==> config.mk <==
export PLATFORM = sky130hd
export DESIGN_NAME = fp_add_sched
export DESIGN_NICKNAME = d
export VERILOG_FILES = /design/src/rtl/fp_add_sched.sv
export SDC_FILE = /design/constraint.sdc
export NUM_CORES = 1
export LEC_CHECK = 0
export ABC_AREA = 1
export CORE_ASPECT_RATIO = 2
export CORE_UTILIZATION = 42
export CTS_BUF_LIST = sky130_fd_sc_hd__clkbuf_4
export CTS_CLUSTER_SIZE = 24
export DETAILED_ROUTE_END_ITERATION = 6
export GPL_ROUTABILITY_DRIVEN = 0
export PLACE_DENSITY = 0.79
export SETUP_SLACK_MARGIN = 0.02
export SLEW_MARGIN = 15
export SYNTH_ARGS = -nofsm -noshare
export SYNTH_HDL_FRONTEND = slang
export SYNTH_SLANG_ARGS = --single-unit
==> constraint.sdc <==
create_clock -name clk -period 3 [get_ports clk]
set_clock_uncertainty 0.15 [all_clocks]
set_input_delay 0.6 -clock clk [delete_from_list [all_inputs] [get_ports clk]]
set_output_delay 0.6 -clock clk [all_outputs]
set_load 0.02 [all_outputs]
==> src/rtl/fp_add_sched.sv <==
// fp_add_sched: shares one floating-point add/subtract unit among N requesters.
// A rotating-priority arbiter picks one requester per cycle, the winning operands
// are registered onto the unit, a {valid,id} shift register follows each op
// through the unit latency, and results land in a first-word fall-through FIFO
// that drives a single tagged response channel. A registered credit count
// (issue reg + tracker + FIFO) keeps the FIFO from ever overflowing.
module fp_add_sched #(
   parameter int N     = 4,
   parameter int LAT   = 2,
   parameter int DEPTH = 4,
   parameter int IDW   = $clog2(N)
) (
   input  logic                clk,
   input  logic                rst,
   input  logic [N-1:0]        req_valid,
   output logic [N-1:0]        req_ready,
   input  logic [N-1:0]        req_op,
   input  logic [32*N-1:0]     req_a,
   input  logic [32*N-1:0]     req_b,
   output logic                fu_valid,
   output logic                fu_op,
   output logic [31:0]         fu_a,
   output logic [31:0]         fu_b,
   input  logic [31:0]         fu_c,
   output logic                rsp_valid,
   input  logic                rsp_ready,
   output logic [IDW-1:0]      rsp_id,
   output logic [31:0]         rsp_c,
   output logic                busy
);

   localparam int DATA_W = 32;
   localparam int CW     = $clog2(DEPTH + 1);
   localparam int PW     = (DEPTH > 1) ? $clog2(DEPTH) : 1;

   // arbitration and credit state
   logic [IDW-1:0]    ptr;
   logic [CW-1:0]     outstanding;
   logic [CW-1:0]     outstanding_next;
   logic              issue_ok;
   logic              gnt_found;
   logic [IDW-1:0]    gnt_idx;
   logic              hs;

   // issue register (stage p0)
   logic              vld_p0;
   logic [IDW-1:0]    id_p0;

   // tracker output / FIFO write side
   logic              push;
   logic [IDW-1:0]    push_id;

   // FIFO state
   logic              pop;
   logic              empty;
   logic              full;
   logic [PW-1:0]     wr_ptr;
   logic [PW-1:0]     rd_ptr;
   logic [CW-1:0]     fifo_cnt;
   logic [DATA_W-1:0] mem_c  [DEPTH];
   logic [IDW-1:0]    mem_id [DEPTH];

   // A credit is free only if the registered count is below DEPTH; a pop this
   // cycle is not visible here until the next cycle. Reset forces all grants off.
   assign issue_ok = !rst && (outstanding < CW'(DEPTH));

   // Rotating priority: first valid requester at or after ptr, wrapping around.
   always_comb begin
      gnt_found = 1'b0;
      gnt_idx   = '0;
      for (int k = 0; k < N; k++) begin
         if (!gnt_found && req_valid[(int'(ptr) + k) % N]) begin
            gnt_found = 1'b1;
            gnt_idx   = IDW'((int'(ptr) + k) % N);
         end
      end
   end

   // One-hot ready toward the granted requester when a credit is available.
   always_comb begin
      req_ready = '0;
      if (issue_ok && gnt_found) begin
         req_ready[gnt_idx] = 1'b1;
      end
   end

   assign hs = issue_ok && gnt_found;

   // Advance the round-robin pointer past the requester that was just served.
   always_ff @(posedge clk or posedge rst) begin
      if (rst) begin
         ptr <= '0;
      end else if (hs) begin
         ptr <= (gnt_idx == IDW'(N - 1)) ? '0 : gnt_idx + 1'b1;
      end
   end

   // ---- stage p0: issue register driving the shared unit ----
   // Operands hold their last value when nothing is issued.
   always_ff @(posedge clk or posedge rst) begin
      if (rst) begin
         vld_p0 <= 1'b0;
         id_p0  <= '0;
         fu_op  <= 1'b0;
         fu_a   <= '0;
         fu_b   <= '0;
      end else begin
         vld_p0 <= hs;
         if (hs) begin
            id_p0 <= gnt_idx;
            fu_op <= req_op[gnt_idx];
            fu_a  <= req_a[int'(gnt_idx) * DATA_W +: DATA_W];
            fu_b  <= req_b[int'(gnt_idx) * DATA_W +: DATA_W];
         end
      end
   end

   assign fu_valid = vld_p0;

   // ---- stages p1..pLAT: in-flight tracker matching the unit latency ----
   generate
      if (LAT == 0) begin : g_trk_none
         assign push    = vld_p0;
         assign push_id = id_p0;
      end else begin : g_trk
         logic           vld_p1 [LAT];
         logic [IDW-1:0] id_p1  [LAT];

         // Shift {valid,id} along with the op so fu_c is captured on the right cycle.
         always_ff @(posedge clk or posedge rst) begin
            if (rst) begin
               for (int s = 0; s < LAT; s++) begin
                  vld_p1[s] <= 1'b0;
                  id_p1[s]  <= '0;
               end
            end else begin
               vld_p1[0] <= vld_p0;
               id_p1[0]  <= id_p0;
               for (int s = 1; s < LAT; s++) begin
                  vld_p1[s] <= vld_p1[s-1];
                  id_p1[s]  <= id_p1[s-1];
               end
            end
         end

         assign push    = vld_p1[LAT-1];
         assign push_id = id_p1[LAT-1];
      end
   endgenerate

   // ---- result FIFO (first-word fall-through) ----
   assign empty = (fifo_cnt == '0);
   assign full  = (fifo_cnt == CW'(DEPTH));
   assign pop   = !empty && rsp_ready;

   // FIFO pointers and occupancy; push and pop together leave the count unchanged.
   always_ff @(posedge clk or posedge rst) begin
      if (rst) begin
         wr_ptr   <= '0;
         rd_ptr   <= '0;
         fifo_cnt <= '0;
      end else begin
         if (push) begin
            wr_ptr <= (wr_ptr == PW'(DEPTH - 1)) ? '0 : wr_ptr + 1'b1;
         end
         if (pop) begin
            rd_ptr <= (rd_ptr == PW'(DEPTH - 1)) ? '0 : rd_ptr + 1'b1;
         end
         if (push && !pop) begin
            fifo_cnt <= fifo_cnt + 1'b1;
         end else if (!push && pop) begin
            fifo_cnt <= fifo_cnt - 1'b1;
         end
      end
   end

   // Result storage; contents are only observed through the occupancy above.
   always_ff @(posedge clk) begin
      if (push) begin
         mem_c[wr_ptr]  <= fu_c;
         mem_id[wr_ptr] <= push_id;
      end
   end

   // Head entry is presented directly; outputs read zero while the FIFO is empty.
   assign rsp_valid = !empty;
   assign rsp_c     = empty ? '0 : mem_c[rd_ptr];
   assign rsp_id    = empty ? '0 : mem_id[rd_ptr];

   // ---- credit accounting ----
   // Ops enter on a handshake and leave on a pop; internal moves do not change the total.
   always_comb begin
      outstanding_next = outstanding;
      if (hs && !pop) begin
         outstanding_next = outstanding + 1'b1;
      end else if (!hs && pop) begin
         outstanding_next = outstanding - 1'b1;
      end
   end

   // Registered credit count and busy flag, both tracking the same total.
   always_ff @(posedge clk or posedge rst) begin
      if (rst) begin
         outstanding <= '0;
         busy        <= 1'b0;
      end else begin
         outstanding <= outstanding_next;
         busy        <= (outstanding_next != '0);
      end
   end

   // Credits guarantee a free slot for every push unless a pop frees one the same cycle.
   overflow_chk : assert property (@(posedge clk) disable iff (rst) !(push && full && !pop));

endmodule

Yosys cells after proc, flatten, opt, wreduce, memory -nomap -nowiden

Memory sizes are Yosys's and may differ from the RTL's.
Index checks and enable logic that the tools add are counted.
Widths: inputs -> output; s select.

Register bits: 87
Latch bits: 0
Bits in writable memories: 136
Memory bits (read-only): 0
Input port bits: 299
Output and inout port bits: 106
Logic and storage cells: 102
Memories kept: 2

$add $sub $neg: 10
Multipliers: 0
Divide/modulo/power cells: 0
Order comparisons: 7
Equality and inequality tests: 3
Shift operators: 2
Mux-type cells: 35
Bitwise gates (word level): 3
Reduce and logical (&&, ||, !) cells: 25

Memories:

| memory | words | bits a word | read ports | clocked after memory_dff | write ports | RTL line | text |
|---|---|---|---|---|---|---|---|
| mem_c  | 4     | 32          | 1          | 0                        | 1           | 60       | `logic [DATA_W-1:0] mem_c [DEPTH];` |
| mem_id | 4     | 2           | 1          | 0                        | 1           | 61       | `logic [IDW-1:0] mem_id [DEPTH];` |

Operator list:

| kind                | count |
|---|---|
| $shiftx 128x8->32   | 2 |
| $mux 32             | 1 |
| $mux 2              | 8 |
| $mux 1              | 15 |
| $lt 3x4->1 const B  | 3 |
| $mux 3              | 4 |
| $logic_and 1x1->1   | 11 |
| $bmux 1 s2          | 5 |
| $add 2x1->2 const B | 4 |
| $logic_not 1->1     | 8 |
| $add 3x1->3 const B | 2 |
| $eq 2x2->1 const B  | 3 |
| $lt 2x3->1 const B  | 2 |
| $reduce_or 2->1     | 3 |
| $sub 3x1->3 const B | 2 |
| $add 2x2->2 const B | 2 |
| $mux 4              | 1 |
| $and 1x1->1 const A | 3 |
| $logic_not 3->1     | 1 |
| $lt 3x3->1 const B  | 1 |
| $reduce_bool 3->1   | 1 |
| $demux 1 s2         | 1 |
| $ge 2x1->1 const B  | 1 |
| $reduce_bool 2->1   | 1 |

Longest topological paths before layout

Word-level depth: 20
Depth in mapped cells: 17
Gate-level depth less buffers: 15

Least setup slack after synthesis

OpenSTA, ideal clock, no wires.

Path type: in2out
From: in req_valid[3]
To: out req_ready[2]
Data arrival time: 2.089 ns
Data required time: 2.250 ns
Setup slack: 0.161 ns
Cell stages on the path: 13
Path buffers: 1
Path through: inv_1 -> nand2_1 -> nand3_1 -> nand2_1 -> nor2_4 -> nand3_1 -> nand3_1 -> nand2_2 -> inv_2 -> buf_2 -> ha_1 -> inv_1 -> nor2_1

Word-level cells in the longest chain between the ends: 17
Elaborated cells on any way between the ends: 32
Those cells by class: order compare (2); mux (22); reduce/logical (8)

RTL lines:

| item                                                                  | RTL line | text |
|---|---|---|
| start, declared                                                       | 15       | `input logic [N-1:0] req_valid,` |
| $bmux 1 s2                                                            | 72       | `if (!gnt_found && req_valid[(int'(ptr) + k) % N]) begin` |
| $mux 1 (not written as such)                                          | 72       |  |
| $mux 1                                                                | 72       |  |
| $logic_not 1->1                                                       | 72       |  |
| $logic_and 1x1->1                                                     | 72       |  |
| $mux 1                                                                | 72       |  |
| $logic_not 1->1                                                       | 72       |  |
| $logic_and 1x1->1                                                     | 72       |  |
| [... 2 more ...]                                                      | -        |  |
| $logic_and 1x1->1                                                     | 72       |  |
| $mux 2 (*)                                                            | 72       |  |
| via gnt_idx[1]                                                        | 42       | `logic [IDW-1:0] gnt_idx;` |
| $lt 2x3->1 (not written as such) / $ge 2x1->1 (equally long branches) | 83       | `req_ready[gnt_idx] = 1'b1;` |
| $logic_and 1x1->1 (not written as such)                               | 83       |  |
| $mux 1 (not written as such)                                          | 83       |  |
| $demux 1 s2 (*)                                                       | 83       |  |
| $mux 4 (*)                                                            | 82       | `if (issue_ok && gnt_found) begin` |
| end, declared                                                         | 16       | `output logic [N-1:0] req_ready,` |

The timed path passes the listed nets; every way through them passes the cells marked *. The select of a mux whose other input is x is not followed.

Worst setup path after layout

From: reg ptr[0]
To: out req_ready[2]

Word-level cells in the longest chain between the ends: 17
Elaborated cells on any way between the ends: 35
Those cells by class: add/sub (3); order compare (2); mux (22); reduce/logical (8)

RTL lines:

| item                                                                   | RTL line | text |
|---|---|---|
| start, declared                                                        | 37       | `logic [IDW-1:0] ptr;` |
| start signal, assigned                                                 | 94       | `ptr <= (gnt_idx == IDW'(N - 1)) ? '0 : gnt_idx + 1'b1;` |
| $add 2x1->2 / $bmux 1 s2 (equally long branches)                       | 72, 74   |  |
| $bmux 1 s2 / $mux 1 (equally long branches)                            | 72       |  |
| $mux 1 (not written as such)                                           | 72       |  |
| $mux 1 (not written as such) / $logic_not 1->1 (equally long branches) | 72       |  |
| $logic_and 1x1->1                                                      | 72       |  |
| $mux 1                                                                 | 72       |  |
| $logic_not 1->1                                                        | 72       |  |
| $logic_and 1x1->1                                                      | 72       |  |
| $mux 1                                                                 | 72       |  |
| $logic_not 1->1                                                        | 72       |  |
| $logic_and 1x1->1                                                      | 72       |  |
| $mux 2                                                                 | 72       |  |
| $lt 2x3->1 (not written as such) / $ge 2x1->1 (equally long branches)  | 83       |  |
| $logic_and 1x1->1 (not written as such)                                | 83       |  |
| $mux 1 (not written as such)                                           | 83       |  |
| $demux 1 s2                                                            | 83       |  |
| $mux 4 (*)                                                             | 82       |  |

Every way passes the cells marked *; elsewhere a longest branch is shown, timed or not. The select of a mux whose other input is x is not followed.

==> flow_metrics.tcl <==
set metrics [dict create \
    status "finished with violations" \
    failed_checks "setup timing" \
    start_util 0.429 \
    seq_area_frac_synth 0.553 \
    ant_nets 0 \
    worstPathMaxFanout 6 \
    grt_use_total 0.252 \
    synth-edff-count 136 \
    final_cells 2216 \
    setup_viol 4 \
    async_reset_ff_frac 0.390 \
    layout-drive-gt1-share 0.0958 \
    wl_per_cell_um 16.1 \
    clock_sinks 223 \
    cap_violations 0 \
    drt_first_pass_iters 5 \
    finalSetupTns_ns -0.961 \
    syn-cell-area_um2 11300 \
    cts_root_buffer "clkbuf_4" \
    postCtsHoldBufs 0 \
    cellPowerDensity_nw_per_um2 1150 \
    synth_seq_cells 223 \
    grt_max_degree 85 \
    timing.final.crit_share 1.09 \
    fmax_mhz 307 \
    clkTransAtPathRegs_ns 0.09 \
    viasPerCell 4.96 \
    antenna_found_initial 5 \
    yosys_warnings 0 \
    fill_cells 2205 \
    postSynthCellCount 1415 \
    dpl.hpwl_mm 25.2 \
    finalHoldViolCount 0 \
    cts_made_buffers 48 \
    setup_ws_ns -0.256 \
    drt_iter0_drc 599 \
    worst_ep_required_time_ns 2.25 \
    dieArea_um2 27600 \
    syn-mean-instance-area_um2 8.00 \
    leakagePower_nw 7.45 \
    port_buffers 404 \
    crit_path_start_kind "flip-flop" \
    crit_type "reg2out" \
    synthToLayoutAreaGrowth_pct 46.7 \
    worst_pin_slew_ns 0.808 \
    cts-htree-levels 2 \
    nets 2146 \
    drc_errors 0 \
    crit_arrival_ns 2.51 \
    core_region_area_um2 26400 \
    max_slew_margin 0.462 \
    end_kind "output port" \
    finalCriticalPeriod_ns 3.26 \
    reg2reg_depth 15 \
    cts_tree "built" \
    power_mw 19.2 \
    clk-insertion-delay-late_ns 0.67 \
    dp_cells 2116 \
    fin_util 0.629 \
    hold_path_depth 0 \
    clockBufferDepth 3 \
    synthFlopType "edfxtp_1" \
    wirelength_mm 35.6 \
    rsz0062_at_grt "true" \
    die_w_um 118 \
    gr-total-overflow 0 \
    grt_pass1_wl_mm 54.5 \
    ir_worst_vdd_uv 2290 \
    num_vias 11000 \
    slew_viol_final 0 \
    ioPinCount 405 \
    die_h_um 234 \
    grt_pass1_vias 10700 \
    synthDistinctLibCells 28 \
    rows 84 \
    hold_path_class "reg2reg" \
    synthesis.nets 1727 \
]
## critical path: stages (launching register included)
cell and delay, ns:
dfrtp_2 0.46, inv_4 0.07, buf_6 0.13, nand2_2 0.05, nand2_2 0.05, nand2_2 0.07, nand2_2 0.07, nor2_4 0.13
nand4_1 0.18, nand2_4 0.20, inv_6 0.06, ha_4 0.15, inv_1 0.04, nor2_1 0.03, buf_4 0.15
## worst paths after layout
| check | end | slack (ns) | start |
|---|---|---|---|
| max | req_ready[2] | -0.26 | ptr[0] |
| min | push | 0.20 | g_trk.vld_p1[1] |
| max reg2reg | busy | 0.01 | ptr[0] |
| min reg2reg | push | 0.20 | g_trk.vld_p1[1] |
| max in group asynchronous | fu_b[17] | 1.68 | rst |
| min in group asynchronous | push | 0.26 | rst |
## Yosys cell counts, types with 2 or more instances
| library cell | instances | area, µm² |
|---|---|---|
| xnor2_1 | 2 | 17.5 |
| edfxtp_1 | 136 | 4080 |
| inv_2 | 4 | 15.0 |
| nand3_1 | 122 | 611 |
| clkbuf_1 | 29 | 109 |
| a21oi_1 | 35 | 175 |
| nor2_1 | 147 | 552 |
| buf_2 | 46 | 230 |
| inv_1 | 74 | 278 |
| nand2_2 | 3 | 18.8 |
| ha_1 | 12 | 150 |
| dfrtp_1 | 87 | 2180 |
| buf_6 | 2 | 22.5 |
| nand2_1 | 620 | 2330 |
| buf_4 | 4 | 30.0 |
| o21ai_0 | 78 | 390 |
| nand3_2 | 2 | 20.0 |
| nor2_4 | 2 | 22.5 |
## report_power, final
group / switching [mW] / internal (mW)
combinational: 7.69 / 4.49
sequential: 0.456 / 4.28
clock: 1.14 / 1.11
## what timing repair did
action                                  in CTS  in global routing
gates resized for setup                     93                 46
buffers inserted                             7                  5
pin swaps                                   13                 12
endpoints found under the setup margin      44                 94
## per-layer routing
layer,vias to the layer above,share of wire,routed length [µm],GRT usage
met4,2,0.047,1670,0.137
met5,-,0.00034,12,0
li1,5384,-,-,-
met3,94,0.060,2130,0.0486
met2,423,0.54,19300,0.473
met1,5078,0.35,12500,0.261
## placed cells by master (no fill, tap or decap), drive strengths merged, types with 2 or more instances in the layout
cell type and count:
nand2 623, clkdlybuf4s50 365, nor2 150, edfxtp 136
nand3 124, dfrtp 87, o21ai 79, inv 76
clkbuf 71, buf 52, a21oi 35, clkinv 17
dlygate4sd2 16, clkdlybuf4s15 13, ha 12, diode 4
clkinvlp 3, xnor2 2
## stage by stage
step           hold WS (ns)  cell area [µm²]  worst slack (ns)
2_1_floorplan         0.181            11300             0.161
6_report              0.196            16600            -0.256
3_3_place_gp          0.187            15800            -0.514
3_5_place_dp          0.185            15800            -0.621
4_1_cts               0.203            16500            -0.255
5_1_grt               0.213            16600            -0.402
## state kept, by name (all words and copies together), names as in the netlist
name,cells
push_id,2
fu_b,32
id_p0,2
fu_op,1
rd_ptr,2
outstanding,3
fifo_cnt,3
push,1
mem_c,128
fu_a,32
mem_id,8
g_trk.id_p1,2
busy,1
fu_valid,1
wr_ptr,2
ptr,2
g_trk.vld_p1,1
## area by class of cell
type | instances | area (µm²) | area share
clock buffers | 66 | 495 | 0.0298
diodes | 4 | 10.0 | 0.000603
flip-flops and latches | 223 | 6260 | 0.377
clock inverters | 18 | 103 | 0.00618
inverters | 79 | 310 | 0.0187
repair buffers | 451 | 4480 | 0.270
well taps | 344 | 430 | 0.0259
multi-input cells | 1031 | 4510 | 0.271
## cell families after synthesis
| group | count (synthesis) | share of synthesized area |
|---|---|---|
| compound gates | 115 | 0.0512 |
| xor+xnor | 3 | 0.00232 |
| fa+ha+maj | 13 | 0.0150 |
| buf+inv | 161 | 0.0612 |
| flops | 223 | 0.553 |
| mux | 1 | 0.000995 |
| simple gates | 899 | 0.316 |
(Power assumes the default switching activity.)
